File: src/rtl/hart_issue_sched.sv
// hart_issue_sched: per-hart run state and round-robin pick of the next hart to fetch.
// Define HART_SCHED_PERF_EN to add per-hart 32-bit issue counters on issue_cnt.
module hart_issue_sched #(
    parameter int HART_NUM  = 4,
    parameter int HART_ID_W = 2
) (
    input  logic                 clk,
    input  logic                 reset,
    input  logic                 stall,
    input  logic                 cache_miss,
    input  logic [HART_ID_W-1:0] cm_hart_id,
    input  logic                 refill_done,
    input  logic [HART_ID_W-1:0] rf_hart_id,
    input  logic                 hstart,
    input  logic [HART_ID_W-1:0] hs_id,
    input  logic                 hkill,
    input  logic [HART_ID_W-1:0] hk_id,
    output logic [HART_ID_W-1:0] hart_id,
    output logic                 issue_en,
    output logic                 hs_idle,
    output logic [HART_NUM-1:0]  hart_idle
`ifdef HART_SCHED_PERF_EN
    ,
    output logic [HART_NUM*32-1:0] issue_cnt
`endif
);
    typedef enum logic [1:0] {IDLE = 2'b00, ACTIVE = 2'b01, PEND = 2'b10} hstate_t;

    hstate_t [HART_NUM-1:0] state, state_nxt;
    logic [HART_NUM-1:0]  kill_hit, miss_hit, refill_hit, start_hit, eligible;
    logic [HART_ID_W-1:0] ptr, winner, idx;
    logic                 any;

    always_comb begin
        state_nxt  = state;
        kill_hit   = '0;
        miss_hit   = '0;
        refill_hit = '0;
        start_hit  = '0;
        eligible   = '0;
        for (int h = 0; h < HART_NUM; h++) begin
            kill_hit[h]   = hkill && hk_id == HART_ID_W'(h);
            miss_hit[h]   = cache_miss && cm_hart_id == HART_ID_W'(h);
            refill_hit[h] = refill_done && rf_hart_id == HART_ID_W'(h);
            start_hit[h]  = hstart && hs_id == HART_ID_W'(h);
            if (kill_hit[h] && state[h] != IDLE) state_nxt[h] = IDLE;
            else if (miss_hit[h] && state[h] == ACTIVE) state_nxt[h] = PEND;
            else if (refill_hit[h] && state[h] == PEND) state_nxt[h] = ACTIVE;
            else if (start_hit[h] && state[h] == IDLE) state_nxt[h] = ACTIVE;
            eligible[h] = state[h] == ACTIVE && !miss_hit[h] && !kill_hit[h];
        end
    end

    // Scan from farthest to nearest so the hart right after ptr wins; i==HART_NUM wraps to ptr itself.
    always_comb begin
        winner = ptr;
        idx    = ptr;
        any    = |eligible;
        for (int i = HART_NUM; i >= 1; i--) begin
            idx = ptr + HART_ID_W'(i);
            if (eligible[idx]) winner = idx;
        end
    end

    assign hs_idle = state[hs_id] == IDLE;

    always_ff @(posedge clk) begin
        if (!reset) begin
            for (int h = 0; h < HART_NUM; h++) begin
                state[h]     <= (h == 0) ? ACTIVE : IDLE;
                hart_idle[h] <= h != 0;
            end
            hart_id  <= '0;
            issue_en <= 1'b1;
            ptr      <= HART_ID_W'(HART_NUM - 1);
        end else begin
            state <= state_nxt;
            for (int h = 0; h < HART_NUM; h++) hart_idle[h] <= state_nxt[h] == IDLE;
            if (!stall) begin
                issue_en <= any;
                if (any) begin
                    hart_id <= winner;
                    ptr     <= winner;
                end
            end
        end
    end

`ifdef HART_SCHED_PERF_EN
    always_ff @(posedge clk) begin
        if (!reset) issue_cnt <= '0;
        else if (issue_en && !stall) issue_cnt[hart_id*32 +: 32] <= issue_cnt[hart_id*32 +: 32] + 32'd1;
    end
`endif
endmodule

File: config.mk
export PLATFORM = sky130hd
export DESIGN_NAME = hart_issue_sched
export DESIGN_NICKNAME = d
export VERILOG_FILES = /design/src/rtl/hart_issue_sched.sv
export SDC_FILE = /design/constraint.sdc
export NUM_CORES = 1
export LEC_CHECK = 0
export ABC_CLOCK_PERIOD_IN_PS = 2650
export BUFFER_PORTS_ARGS = -buffer_cell sky130_fd_sc_hd__buf_2
export CAP_MARGIN = 10
export CORE_UTILIZATION = 56
export CTS_BUF_LIST = sky130_fd_sc_hd__clkbuf_4
export DETAILED_ROUTE_END_ITERATION = 7
export PLACE_DENSITY_LB_ADDON = 0.1
export SYNTH_ARGS = -nofsm -noshare
export SYNTH_HDL_FRONTEND = slang
export SYNTH_SLANG_ARGS = --single-unit
File: constraint.sdc
create_clock -name clk -period 2.65 [get_ports clk]
set_input_delay 0.265 -clock clk [delete_from_list [all_inputs] [get_ports clk]]
set_output_delay 0.265 -clock clk [all_outputs]
set_load 0.005 [all_outputs]
==> results.md, run 1 <==
- Drc violations: 0
- Reg2reg path depth: 4
- GRT Residual Overflow: 0
- RSZ-0062 raised after global routing: no
- Hold Worst Slack: between 0.2 and 0.25 ns
- Post-synth top cells: dfxtp_1, o21ai_0, nor2_1
- Req. time, crit path: between 2 and 3 ns
- Routed WL per cell: approximately 14 um
- Final Cycle Share: 0.668
- Max IR drop VDD: between 0.4 and 0.5 mV
- Syn Nets: around 130
- Outcome: finished, final reports clean
- Setup violators final: 0
- Cell taking the most area after synthesis: dfxtp_1
- Worst Skew: 0.00238 ns
- Post-DP HPWL: about 1.7 mm
- Tmin final: about 1.8 ns
- Routability congestion estimate from global placement: around 0.96
- Most common cell in the synthesized netlist: dfxtp_1
- Worst EP arrival: just under 2 ns
- Max Freq: around 570 MHz
- Final Max Tran Viols: 0
- Initial Util: 0.603
- Final Util: 0.703
- Reg2reg start: state[1]
- Hold WC Path Type: input pin to flop
- Critical path class: flop to flop
- Post-synthesis sequential area ratio: 0.371
- Cell area power density: 529 nW/um2
- Vias/cell: about 6.4
- First drt pass iteration count: 4
- TritonCTS buffer count: 3
- Largest net degree at the start of global routing: 11
- Antenna violations before repair: 0
- DR vias: slightly below 1000
- CTS sink count: 17
- Antenna Nets Post-Route: 0
- Clk pin slew, worst setup/hold paths: 0.09 ns
- Synth Cell Area: a little over 900 um2
- Vias in the first global route: a little over 800
- Antenna diodes: 0
- Rows: 14
- # nets final: roughly 150
- Die Wd: 42.5 um
- H-Tree Depth: 1
- Setup tns final: 0 ns
- CTS tree: done
- Top_reg_cell synth: dfxtp_1
- Max-cap viol count: 0
- Skew-Pair Late Insertion Delay: just under 0.3 ns
- Clock root buffer: clkbuf_4
- Syn Inst Count: between 100 and 150
- Number of synthesized flops with an enable pin: 0
- Leakage power: between 0.0004 and 0.0005 uW
- Layout area overhead: 16.6%
- Yosys reg bits: 17
- Clk buf depth: 2
- FF-to-FF setup slack: between 0.8 and 0.9 ns
- Critical-path maximum fanout: 7
- Synth cell types: 29
- Critical Path Source Type: flop
- IO Pins: 23
- Mean Syn Cell Area: 8.13 um2
- Tot GR Track Use: 0.265
- Layout cells sized above 1: 0.226
- Final-layout fill cell count: roughly 140
- Slew at the pin closest to its max-slew limit: 0.587 ns
- End of the worst register-to-register path: ptr[0]
- Die height: 42.5 um
- Die Area: roughly 1800 um2
- Crit path launch: state[1]
- Crit end category: flop
- Number of setup buffers added after CTS: 0
- Hold Buf Count CTS: 0
- Crit path to: ptr[0]
- First-pass GRT wire length: ~3.6 mm
- Top post-synthesis cells by area: dfxtp_1, o21ai_0, a21oi_1, nor2_1, nand3_1
- Slew HR: 0.603
- Share of the synthesized area in the top cell type: 0.371
- PortBufs: 22
- Yosys warns: 0
- DR iter-0 viols: 34
- Post_cts resized: 0
- Routed wire length: 2.16 mm
- Core Area: around 1500 um2
- Post-synth ARST share: 0
- Final Hold Fails: 0
-- state kept, by name (all words and copies together), names as in the netlist --
name	flops
state	8
hart_idle	4
hart_id	2
ptr	2
issue_en	1
-- per-stage QoR --
step	std cells	area [um2]	power (uW)	setup WS (ns)
global route	153	1070	604	0.815
global placement	149	1040	419	0.750
floorplan	113	918	378	0.923
detailed placement	149	1040	424	0.715
CTS	153	1070	567	0.899
finish	153	1070	566	0.880
-- cell type report --
type	instances	area (um2)	share of cell area
Inverter	7	26.3	0.0245
Clock buffer	4	30.0	0.0280
Timing Repair Buffer	22	110	0.103
Multi-Input combinational cell	87	544	0.508
Tap cell	16	20.0	0.0187
Sequential cell	17	340	0.318
-- where the power goes --
part / switching, uW / internal [uW]
Combinational: 67.8 / 57.4
Sequential: 19.5 / 276
Clock: 76.7 / 68.9
-- per-layer routing --
metal | part of all wire | global-route usage
met4 | 0.025 | 0.150
met5 | 0 | 0
met2 | 0.49 | 0.409
met1 | 0.44 | 0.333
met3 | 0.052 | 0.0647
-- cells by family after synthesis --
family | after synthesis | synth area share
flops | 17 | 0.371
simple gates | 39 | 0.247
compound gates | 47 | 0.322
buf+inv | 9 | 0.0368
mux | 1 | 0.0245
-- worst min-delay path by stage --
stage / end / start / cells after the start
after floorplan: issue_en / stall / 2
after global placement: hart_id[1] / hart_id[1] / 2
after detailed placement: issue_en / issue_en / 2
after CTS: issue_en / stall / 3
after global routing: issue_en / reset / 2
final: issue_en / stall / 3
-- critical path: stages, from the launching register on --
cell	delay, ns
dfxtp_1	0.37
or4b_4	0.59
a41o_1	0.30
a2111oi_2	0.33
a31oi_1	0.06
-- cell usage in the layout (no fill, tap or decap), types with 4 or more instances in the layout --
cell       n
nor2_1    12
o21ai_0   16
nand3b_1   4
nand3_1    6
inv_1      7
nand2_1    5
a21oi_1   10
dfxtp_1   17
a31oi_1    4
a211oi_1   4
buf_2     22
clkbuf_4   4
Note: power is estimated with default switching activity, not from simulation.
==> run 2, diff against run 1 <==
--- a/config.mk
+++ b/config.mk
@@ -5,10 +5,10 @@
 export SDC_FILE = /design/constraint.sdc
 export NUM_CORES = 1
 export LEC_CHECK = 0
-export ABC_CLOCK_PERIOD_IN_PS = 2650
+export ABC_CLOCK_PERIOD_IN_PS = 1620
 export BUFFER_PORTS_ARGS = -buffer_cell sky130_fd_sc_hd__buf_2
 export CAP_MARGIN = 10
-export CORE_UTILIZATION = 56
+export CORE_UTILIZATION = 48
 export CTS_BUF_LIST = sky130_fd_sc_hd__clkbuf_4
 export DETAILED_ROUTE_END_ITERATION = 7
 export PLACE_DENSITY_LB_ADDON = 0.1
==> constraint.sdc (replaced) <==
create_clock -name clk -period 1.62 [get_ports clk]
set_input_delay 0.162 -clock clk [delete_from_list [all_inputs] [get_ports clk]]
set_output_delay 0.162 -clock clk [all_outputs]
set_load 0.005 [all_outputs]
==> run 2 against run 1 <==
Net effect: worst hold slack got worse by 0.087 ns; via count rose by 1.4%; worst setup slack got worse by 0.86 ns; combinational power rose by 94%; die area rose by 16%; non-clock buffer count rose by 7; flip-flop and latch count did not move; sequential power rose by 65%; critical endpoint is now hs_idle; total power rose by 69%.
==> results.md, run 2 (same netlist as run 1, synthesis figures left out) <==
- RSZ-0062 raised after global routing: yes (was no)
- Setup tns final: 0 ns (unchanged)
- Critical Path Stages: 4 (unchanged)
- Crit path launch: state[1] (unchanged)
- FF-to-FF setup slack: 0.06 ns (was 0.88 ns)
- Clk pin slew, worst setup/hold paths: 0.11 ns (was 0.09 ns)
- Tmin final: about 1.6 ns
- Outcome: finished, final reports clean (unchanged)
- Max incr delay on CP: 0.47 ns (was 0.59 ns)
- Register with the most flip-flops: state (unchanged)
- CTS tree: done (unchanged)
- Final Cycle Share: 0.987
- Max Freq: roughly 630 MHz
- Routed wire length: 2.38 mm (was 2.16 mm)
- Req. time, crit path: 1.46 ns (was 2.83 ns)
- Worst Skew: 0.00625 ns (was 0.00238 ns)
- CTS sink count: 17 (unchanged)
- Slew HR: 0.674 (was 0.603)
- PortBufs: 22 (unchanged)
- Vias in the first global route: 841 (was 817)
- Post-DP HPWL: 1.78 mm (was 1.66 mm)
- Worst EP arrival: 1.44 ns (was 1.95 ns)
- Crit-path most repeated cell: buf_6
- Largest net degree at the start of global routing: 11 (unchanged)
- Skew-Pair Late Insertion Delay: 0.29 ns (about the same)
- IO Pins: 23 (unchanged)
- TritonCTS buffer count: 3 (unchanged)
- First drt pass iteration count: 4 (unchanged)
- Critical-path top delay cell: mux4_2 (was or4b_4)
- Antenna Nets Post-Route: 0 (unchanged)
- First-pass GRT wire length: 3.47 mm (was 3.55 mm)
- Final Max Tran Viols: 0 (unchanged)
- Reg2reg start: state[1] (unchanged)
- Die height: 45.7 um (was 42.5 um)
- Routed WL per cell: 14.0 um (was 14.1 um)
- Cell area power density: 813 nW/um2 (was 529 nW/um2)
- Top Registers: state x8, hart_idle x4 (unchanged)
- End of the worst register-to-register path: ptr[0] (unchanged)
- Initial Util: 0.521 (was 0.603)
- Crit path to: hs_idle (was ptr[0])
- Die Area: 2090 um2 (was 1810 um2)
- Rows: 15 (was 14)
- Number of flip-flops in the largest register: 8 (unchanged)
- Die Wd: 45.7 um (was 42.5 um)
- Hold WC Path Type: input pin to flop (unchanged)
- Max-cap viol count: 0 (unchanged)
- Vias/cell: 5.88 (was 6.44)
- Worst hold path depth: 2 (was 3)
- Critical path class: flop to output port (was flop to flop)
- Commonest cells after routing, fill and taps aside: buf_2, o21ai_0, nor2_1, dfxtp_1, a21oi_1 (was buf_2, dfxtp_1, o21ai_0, nor2_1, a21oi_1)
- Slew at the pin closest to its max-slew limit: 0.487 ns (was 0.587 ns)
- Crit path max-delay family: multiplexers (was compound AO/OA/AOI/OAI gates)
- Antenna violations before repair: 0 (unchanged)
- Core Area: 1760 um2 (was 1520 um2)
- Antenna diodes: 0 (unchanged)
- Layout area overhead: 28.2% (was 16.6%)
- Max IR drop VDD: 0.597 mV (was 0.426 mV)
- Drc violations: 0 (unchanged)
- Setup violators final: 0 (unchanged)
- DR iter-0 viols: 29 (was 34)
- Most common cell after layout, fill and taps aside: buf_2 (unchanged)
- Final Hold Fails: 0 (unchanged)
- Total chip power: 957 uW (was 566 uW)
- Layout cells sized above 1: 0.324 (was 0.226)
- Clock root buffer: clkbuf_4 (unchanged)
- # nets final: 161 (was 153)
- Crit end category: output port (was flop)
- Critical Path Source Type: flop (unchanged)
- Final Util: 0.667 (was 0.703)
- Routability congestion estimate from global placement: 0.892 (was 0.964)
- Crit-path cells: buf_6 > nor2_1 > mux4_2 > buf_6 (was or4b_4 > a41o_1 > a2111oi_2 > a31oi_1)
- Critical-path maximum fanout: 5 (was 7)
- DR vias: 999 (was 985)
- Number of setup buffers added after CTS: 0 (unchanged)
- H-Tree Depth: 1 (unchanged)
- GRT Residual Overflow: 0 (unchanged)
- Clk buf depth: 2 (unchanged)
- Tot GR Track Use: 0.228 (was 0.265)
- Reg2reg path depth: 4 (unchanged)
- Leakage power: 0.000485 uW (was 0.000442 uW)
- Buffer and inverter count on the worst path: 2 (was 0)
==> run 2: power by group <==
group | total [uW] | switching, uW | internal (uW) | leakage [uW]
Combinational | 243 | 122 | 122 | 0.000326
Sequential | 486 | 33.7 | 453 | 0.000141
Clock | 227 | 136 | 91.5 | 0.0000177
==> run 2: layer usage <==
metal,up-vias,part of all wire,routed length (um),track usage
met2,34,0.49,1170,0.391
met3,8,0.049,117,0.0357
li1,501,-,-,-
met4,0,0.018,42,0.0941
met5,-,0,0,0
met1,456,0.44,1050,0.282
==> run 2: worst min path at each step <==
stage	start	end	slack, ns
floorplan	stall	issue_en	0.29
global placement	stall	issue_en	0.44
detailed placement	reset	issue_en	0.45
CTS	reset	issue_en	0.14
global route	reset	issue_en	0.15
finish	reset	issue_en	0.15
==> run 2: final cells by class <==
cell class                 count  area (um2)
fill                         178         587
multi-input combinational     88         573
sequential                    17         347
timing repair buffer          29         173
tap                           25        31.3
inverter                       7        26.3
clock buffer                   3        22.5
clock inverter                 1        5.00
==> run 2: timing repair <==
| item | in CTS | in global routing |
|---|---|---|
| cloned | 0 | 1 |
| hold buffers | 0 | 0 |
| resized for setup | 1 | 10 |
| pin swaps | 0 | 1 |
| endpoints found under the setup margin | 1 | 5 |
==> run 2: through the flow <==
step	setup WS (ns)	area, um2	hold WS (ns)	std cells
after global routing	-0.00416	1180	0.146	170
after detailed placement	-0.0663	1100	0.446	165
after global placement	-0.0303	1100	0.444	165
after CTS	0.0196	1130	0.144	169
final	0.0218	1180	0.150	170
after floorplan	0.116	918	0.291	113
